<file path="src/rtl/tdm_demux16_if.sv">
// Bus bundle for the 1:16 TDM demultiplexer: serial beat inputs and the
// rebuilt parallel word with its status outputs.
interface tdm_demux16_if;
  logic        din;
  logic        din_valid;
  logic        frame_start;
  logic [15:0] f;
  logic        f_valid;
  logic [3:0]  s;
  logic        busy;
  logic        frame_err;

  // master drives the serial stream, slave is the demultiplexer
  modport master (
    output din, din_valid, frame_start,
    input  f, f_valid, s, busy, frame_err
  );

  modport slave (
    input  din, din_valid, frame_start,
    output f, f_valid, s, busy, frame_err
  );
endinterface

</file>
<file path="src/rtl/tdm_demux16.sv">
// Receive end of the 16:1 serial mux path: rebuilds the 16-bit word from
// slots 0..15 and flags completed frames and premature restarts.
//
// state | meaning
// IDLE  | waiting for a valid beat qualified by frame_start
// RUN   | frame in progress, s is the next slot expected
module tdm_demux16 (
  input  logic          clk,
  input  logic          rst,
  tdm_demux16_if.slave  bus
);

  typedef enum logic {
    IDLE = 1'b0,
    RUN  = 1'b1
  } state_t;

  state_t      state_q, state_d;
  logic [3:0]  slot_q, slot_d;
  logic [15:0] stage_q, stage_d;
  logic [15:0] f_q, f_d;
  logic        f_valid_q, f_valid_d;
  logic        err_q, err_d;

  always_ff @(posedge clk or posedge rst) begin
    if (rst) begin
      state_q   <= IDLE;
      slot_q    <= 4'h0;
      stage_q   <= 16'h0000;
      f_q       <= 16'h0000;
      f_valid_q <= 1'b0;
      err_q     <= 1'b0;
    end else begin
      state_q   <= state_d;
      slot_q    <= slot_d;
      stage_q   <= stage_d;
      f_q       <= f_d;
      f_valid_q <= f_valid_d;
      err_q     <= err_d;
    end
  end

  always_comb begin
    state_d   = state_q;
    slot_d    = slot_q;
    stage_d   = stage_q;
    f_d       = f_q;
    f_valid_d = 1'b0;
    err_d     = 1'b0;

    if (bus.din_valid) begin
      unique case (state_q)
        IDLE: begin
          // stray beats without frame_start are dropped here
          if (bus.frame_start) begin
            stage_d = {15'h0000, bus.din};
            slot_d  = 4'h1;
            state_d = RUN;
          end
        end
        RUN: begin
          if (bus.frame_start) begin
            err_d   = 1'b1;
            stage_d = {15'h0000, bus.din};
            slot_d  = 4'h1;
          end else if (slot_q == 4'hF) begin
            // slot 15 bypasses staging so f is valid on this same edge
            f_d       = {bus.din, stage_q[14:0]};
            f_valid_d = 1'b1;
            stage_d   = 16'h0000;
            slot_d    = 4'h0;
            state_d   = IDLE;
          end else begin
            stage_d[slot_q] = bus.din;
            slot_d          = slot_q + 4'h1;
          end
        end
        default: state_d = IDLE;
      endcase
    end
  end

  assign bus.f         = f_q;
  assign bus.f_valid   = f_valid_q;
  assign bus.s         = slot_q;
  assign bus.busy      = (state_q == RUN);
  assign bus.frame_err = err_q;

endmodule
</file>
<file path="src/flat_wrapper.sv">
// flat-port wrapper written by rule: the top's interface ports become plain ports
module tdm_demux16_flat 
  (clk, rst, bus_din, bus_din_valid, bus_frame_start, bus_f, bus_f_valid, bus_s, bus_busy, bus_frame_err);
  tdm_demux16_if bus_i ();
  input  logic clk;
  input  logic rst;
  input wire logic [$bits(bus_i.din)-1:0] bus_din;
  input wire logic [$bits(bus_i.din_valid)-1:0] bus_din_valid;
  input wire logic [$bits(bus_i.frame_start)-1:0] bus_frame_start;
  output wire logic [$bits(bus_i.f)-1:0] bus_f;
  output wire logic [$bits(bus_i.f_valid)-1:0] bus_f_valid;
  output wire logic [$bits(bus_i.s)-1:0] bus_s;
  output wire logic [$bits(bus_i.busy)-1:0] bus_busy;
  output wire logic [$bits(bus_i.frame_err)-1:0] bus_frame_err;
  assign bus_i.din = bus_din;
  assign bus_i.din_valid = bus_din_valid;
  assign bus_i.frame_start = bus_frame_start;
  assign bus_f = bus_i.f;
  assign bus_f_valid = bus_i.f_valid;
  assign bus_s = bus_i.s;
  assign bus_busy = bus_i.busy;
  assign bus_frame_err = bus_i.frame_err;
  tdm_demux16 u_core (.clk(clk), .rst(rst), .bus(bus_i));
endmodule
</file>
<file path="config.mk">
export PLATFORM = sky130hd
export DESIGN_NAME = tdm_demux16_flat
export DESIGN_NICKNAME = d
export VERILOG_FILES = /design/src/rtl/tdm_demux16_if.sv /design/src/rtl/tdm_demux16.sv /design/src/flat_wrapper.sv
export SDC_FILE = /design/constraint.sdc
export NUM_CORES = 1
export LEC_CHECK = 0
export CORE_MARGIN = 3
export CORE_UTILIZATION = 53
export CTS_CLUSTER_DIAMETER = 200
export DETAILED_ROUTE_END_ITERATION = 16
export PLACE_DENSITY = 0.78
export SLEW_MARGIN = 15
export SYNTH_ARGS = -nofsm -noshare
export SYNTH_HDL_FRONTEND = slang
export SYNTH_SLANG_ARGS = --single-unit
</file>
<file path="constraint.sdc">
create_clock -name clk -period 2.6 [get_ports clk]
set_clock_uncertainty 0.2 [all_clocks]
set_input_delay 0.52 -clock clk [delete_from_list [all_inputs] [get_ports clk]]
set_output_delay 0.52 -clock clk [all_outputs]
set_load 0.02 [all_outputs]
</file>
# Yosys cells after proc, flatten, opt, wreduce, memory -nomap -nowiden
# Index checks and enable logic that the tools add are counted.
[classes]
n_mux = 21
n_addsub = 1
magnitude_cmp = 2
reduce_logical = 3
n_eq_ne = 2
bitwise_logic = 2
[op_table]
columns = ["cell", "n"]
rows = [
  ["$mux 16", 3],
  ["$pmux 16 s2", 1],
  ["$bwmux 16", 1],
  ["$mux 4", 3],
  ["$mux 1", 10],
  ["$pmux 4 s2", 1],
  ["$lt 4x5->1 const B", 1],
  ["$add 4x1->4 const B", 1],
  ["$demux 1 s4", 1],
  ["$eq 4x4->1 const B", 1],
  ["$ge 4x1->1 const B", 1],
  ["$reduce_and 4->1", 1],
  ["$ne 2x2->1 const B", 1],
  ["$not 1->1", 2],
  ["$pmux 1 s2", 1],
  ["$reduce_and 2->1", 1],
  ["$logic_and 1x1->1", 1],
]
[totals]
elab_cells = 37
out_inout_bits = 23
regBits = 39
input_bits = 5

# Longest topological paths before layout
[depth]
depth_word = 8
depth_mapped = 6
ltp_nobuf = 5

# Least setup slack after synthesis
# OpenSTA, ideal clock, no wires.
[synth_timing]
kind = "register to register"
startpoint = "reg u_core.slot_q[0] (netlist: u_core.bus.s[0])"
endpoint = "reg u_core.f_q[0] (netlist: u_core.bus.f[0])"
setup_time_ns = 0.125
path_stages_with_launch = 7
required_time_ns = 2.275
path_slack_ns = 0.511
n_path_buf = 2
arrival_time_ns = 1.764
period_less_slack_ns = 2.089
cell_sequence = "dfrtp_1 ha_1 buf_4 nand3_2 nor3_4 buf_8 mux2_4"
[synth_via]
elab_chain_len = 2
[synth_rtl]
columns = ["item", "line", "source"]
rows = [
  ["from (decl)", "tdm_demux16.sv:19", "logic [3:0] slot_q, slot_d;"],
  ["from (signal assigned)", "tdm_demux16.sv:35", "slot_q <= slot_d;"],
  ["$eq 4x4->1", "tdm_demux16.sv:66", "end else if (slot_q == 4'hF) begin"],
  ["$reduce_and 4->1 (no source line)", "n/a", ""],
  ["to (signal assigned)", "tdm_demux16.sv:30", "f_q <= 16'h0000;"],
  ["to (signal assigned)", "tdm_demux16.sv:37", "f_q <= f_d;"],
  ["to (decl)", "tdm_demux16.sv:21", "logic [15:0] f_q, f_d;"],
]
# Every way passes these cells.
# A chain may end at the register's enable or synchronous reset.

# Final worst setup path
[layout_timing]
startpoint = "reg u_core.slot_q[2] (netlist: u_core.bus.s[2])"
endpoint = "out bus_s[2]"
[layout_rtl]
columns = ["item", "line", "source"]
rows = [
  ["to (decl)", "flat_wrapper.sv:12", "output wire logic [$bits(bus_i.s)-1:0] bus_s;"],
]
# No word-level cell between the ends.

==> key figures <==
Status
  – Status: complete, no violations

Logic synthesis
  – Sequential fraction of the synthesis area: 53.2%
  – Cell variety after synth: 32
  – Synthesis warning total: 0
  – Post-synth EDFFs: 0
  – Post-Syn Area: 1790 sq um
  – Yosys reg bits: 38
  – Async SR Flop Fraction: 100%
  – Post-synthesis cell count: between 150 and 200
  – Ys flop type: dfrtp_1
  – Synthesized net count: 165
  – Post-Syn Area per Cell: 11.5 sq um

Worst setup path
  – R2R Path End: u_core.bus.f[5]
  – CP Buf/Inv Count: 1
  – CP max FO: 16
  – Worst R2R Path Depth: 5
  – CP max stage cell: clkdlybuf4s50_1
  – Setup CP Type: register to output port
  – Critical Path Source Type: register
  – Critical path data required time: 1.88 ns
  – CP peak stage delay: 0.69 ns
  – Element type at the critical path end: output port
  – CP top delay family: buffers and inverters
  – FF-to-FF Start: u_core.bus.s[0]
  – R2R Setup Slk: approximately 0.52 ns
  – Crit path cell chain: clkdlybuf4s50_1
  – CP arrival: 1.67 ns

Finish
  – Storage cell area: ~950 sq um
  – Synth-to-Final Area Change: 24.7%
  – Commonest non-fill, non-tap cell in the layout: dfrtp_1
  – Fill count: 239
  – Finished Cell Area: roughly 2200 sq um
  – Most frequent cells in the layout: dfrtp_1 (38), clkdlybuf4s50_1 (27), o21ai_0 (21), nand2_1 (10), a21oi_1 (10)
  – Proportion of layout cells with a drive suffix above 1: 18.6%
  – Final nets: around 200
  – Ant diodes: 0
  – Multi-input logic area: between 700 and 800 sq um

Global route
  – First-pass GRT wire length: 6.22 mm
  – Number of global-route vias before repair: 1322
  – Total grt overflow: 0
  – Tot GR Track Use: 19.9%
  – Pin count of the biggest net entering global routing: 39
  – Antenna violations before repair: 0

Clock network
  – Hold-fix buffers, CTS: 0
  – Num CTS Buffers: 5
  – Root Buffer: clkbuf_4
  – Clock transition at the registers of the reported paths: 0.11 ns
  – Clock Latency Late Sink: 0.34 ns
  – Htree depth: 2
  – Total setup buffers inserted after CTS: 0
  – Post-cts sizing count: 0
  – CTS tree: built
  – CTS Sinks: 38
  – Clock buffer depth: 2

Floorplan
  – Die height: around 64 um
  – Core ar.: 3130 sq um
  – Die area: 4100 sq um
  – Die Wd: 64.1 um
  – I/O pin count: 28
  – Std cell rows: 20
  – Initial Util: 57.1%

Placed design
  – Final HPWL DP: 2.59 mm
  – GP Congestion: 0.934
  – Dpl ws: 0.225 ns
  – Placed cell area: 2120 sq um
  – Port bufs: 27

Flow run
  – Max Cap Viol: 0

Pwr
  – Pwr Total: ~1.3 mW
  – Leak Pwr: just under 1 nW
  – Peak VDD IR: 0.000449 V
  – Pwr dens: 594 nW/um^2

Detailed routing
  – Drt initial violations: between 40 and 50
  – Drt first pass iters: 4
  – WL final: 3.60 mm
  – DRC Markers: 0
  – Post-DRT Antenna Nets: 0
  – Via density: 5.91
  – Wire per inst: 15.5 um
  – Vias post-DR: 1372

STA
  – Worst-Margin Slew: 0.512 ns
  – Hold Fails Final Rpt: 0
  – Slew HR: 65.7%
  – Worst Setup Slack, final: around 0.21 ns
  – Final Max Slew Viols: 0
  – Final setup TNS: 0 ns
  – Post-route clock period utilization: between 90 and 100%
  – RSZ-0062 raised after global routing: no
  – Setup violations, final: 0
  – Min Tclk post-route: approximately 2.4 ns
  – Fmax: roughly 420 MHz

Hold path
  – Worst min-delay path endpoint: u_core.bus.f[6]
  – Hold depth: 1
  – Min-delay worst type: register to register
  – Worst min-delay path startpoint: u_core.bus.f[6]
power by group:
group	leakage, nW	switching, mW	internal [mW]
registers	0.518	0.0272	0.612
logic	0.397	0.102	0.0649
clock network	0.0585	0.193	0.326
total	0.973	0.322	1.00
registers in the layout, summed over array words and instances (netlist names):
register              cells
u_core.bus.f             16
u_core.stage_q           15
u_core.bus.s              4
u_core.bus.busy           1
u_core.bus.f_valid        1
u_core.bus.frame_err      1
kinds of logic (layout without fill, tap and decap cells):
group / Yosys count / count (layout) / synth area share [%]
AO/OA/AOI/OAI: 47 / 47 / 15.7
flip-flops: 38 / 38 / 53.2
AND/OR/NAND/NOR: 36 / 36 / 11.9
multiplexers: 16 / 16 / 12.0
buffers and inverters: 15 / 47 / 4.41
adder cells (fa/ha/maj): 4 / 4 / 2.80
metrics by stage:
stage,hold WS [ns],cells,util (%)
finish,0.316,232,71.2
detailed placement,0.292,224,67.7
global placement,0.285,224,67.7
global route,0.338,232,71.2
floorplan,0.264,156,-
CTS,0.317,232,71.2
worst max-delay path by stage:
| stage | endpoint | from | cells past startpoint |
|---|---|---|---|
| floorplan | u_core.bus.f[0] | u_core.bus.s[0] | 6 |
| global placement | u_core.bus.f[8] | bus_frame_start | 5 |
| detailed placement | u_core.bus.f[3] | bus_frame_start | 5 |
| CTS | bus_busy | u_core.bus.busy | 1 |
| global route | bus_busy | u_core.bus.busy | 1 |
| finish | bus_s[2] | u_core.bus.s[2] | 1 |
synth_stat cells (all sizes together), types with 2 or more instances:
cell type  number  area share, %
o32ai           5            2.5
ha              4            2.8
o211ai          6            2.5
nand4           8            2.8
mux2           16             12
or2             2           0.70
inv             5            1.1
a21oi          10            2.8
nand2          10            2.1
nor2b           2           0.70
nand3           3            1.1
buf             8            2.9
a31oi           2           0.70
o21ai          21            5.9
dfrtp          38             53
clkbuf          2           0.42
nand2b          3            1.1
per-layer routing:
| layer | global-route usage [%] | routed length (um) | vias up |
|---|---|---|---|
| met4 | 13.5 | 155 | 0 |
| met3 | 4.04 | 261 | 13 |
| li1 | - | - | 637 |
| met1 | 25.1 | 1510 | 660 |
| met2 | 30.6 | 1670 | 62 |
| met5 | 0 | 0 | - |
final cells by class:
cell class              instances  share of cell area (%)
clock buffers                   6                    2.30
clock inverters                 2                    2.70
inverters                       5                   0.842
multi-input cells             103                    34.0
flip-flops and latches         38                    42.7
well taps                      44                    2.47
repair buffers                 34                    15.0
No activity file was read; power rests on OpenSTA's default activity.
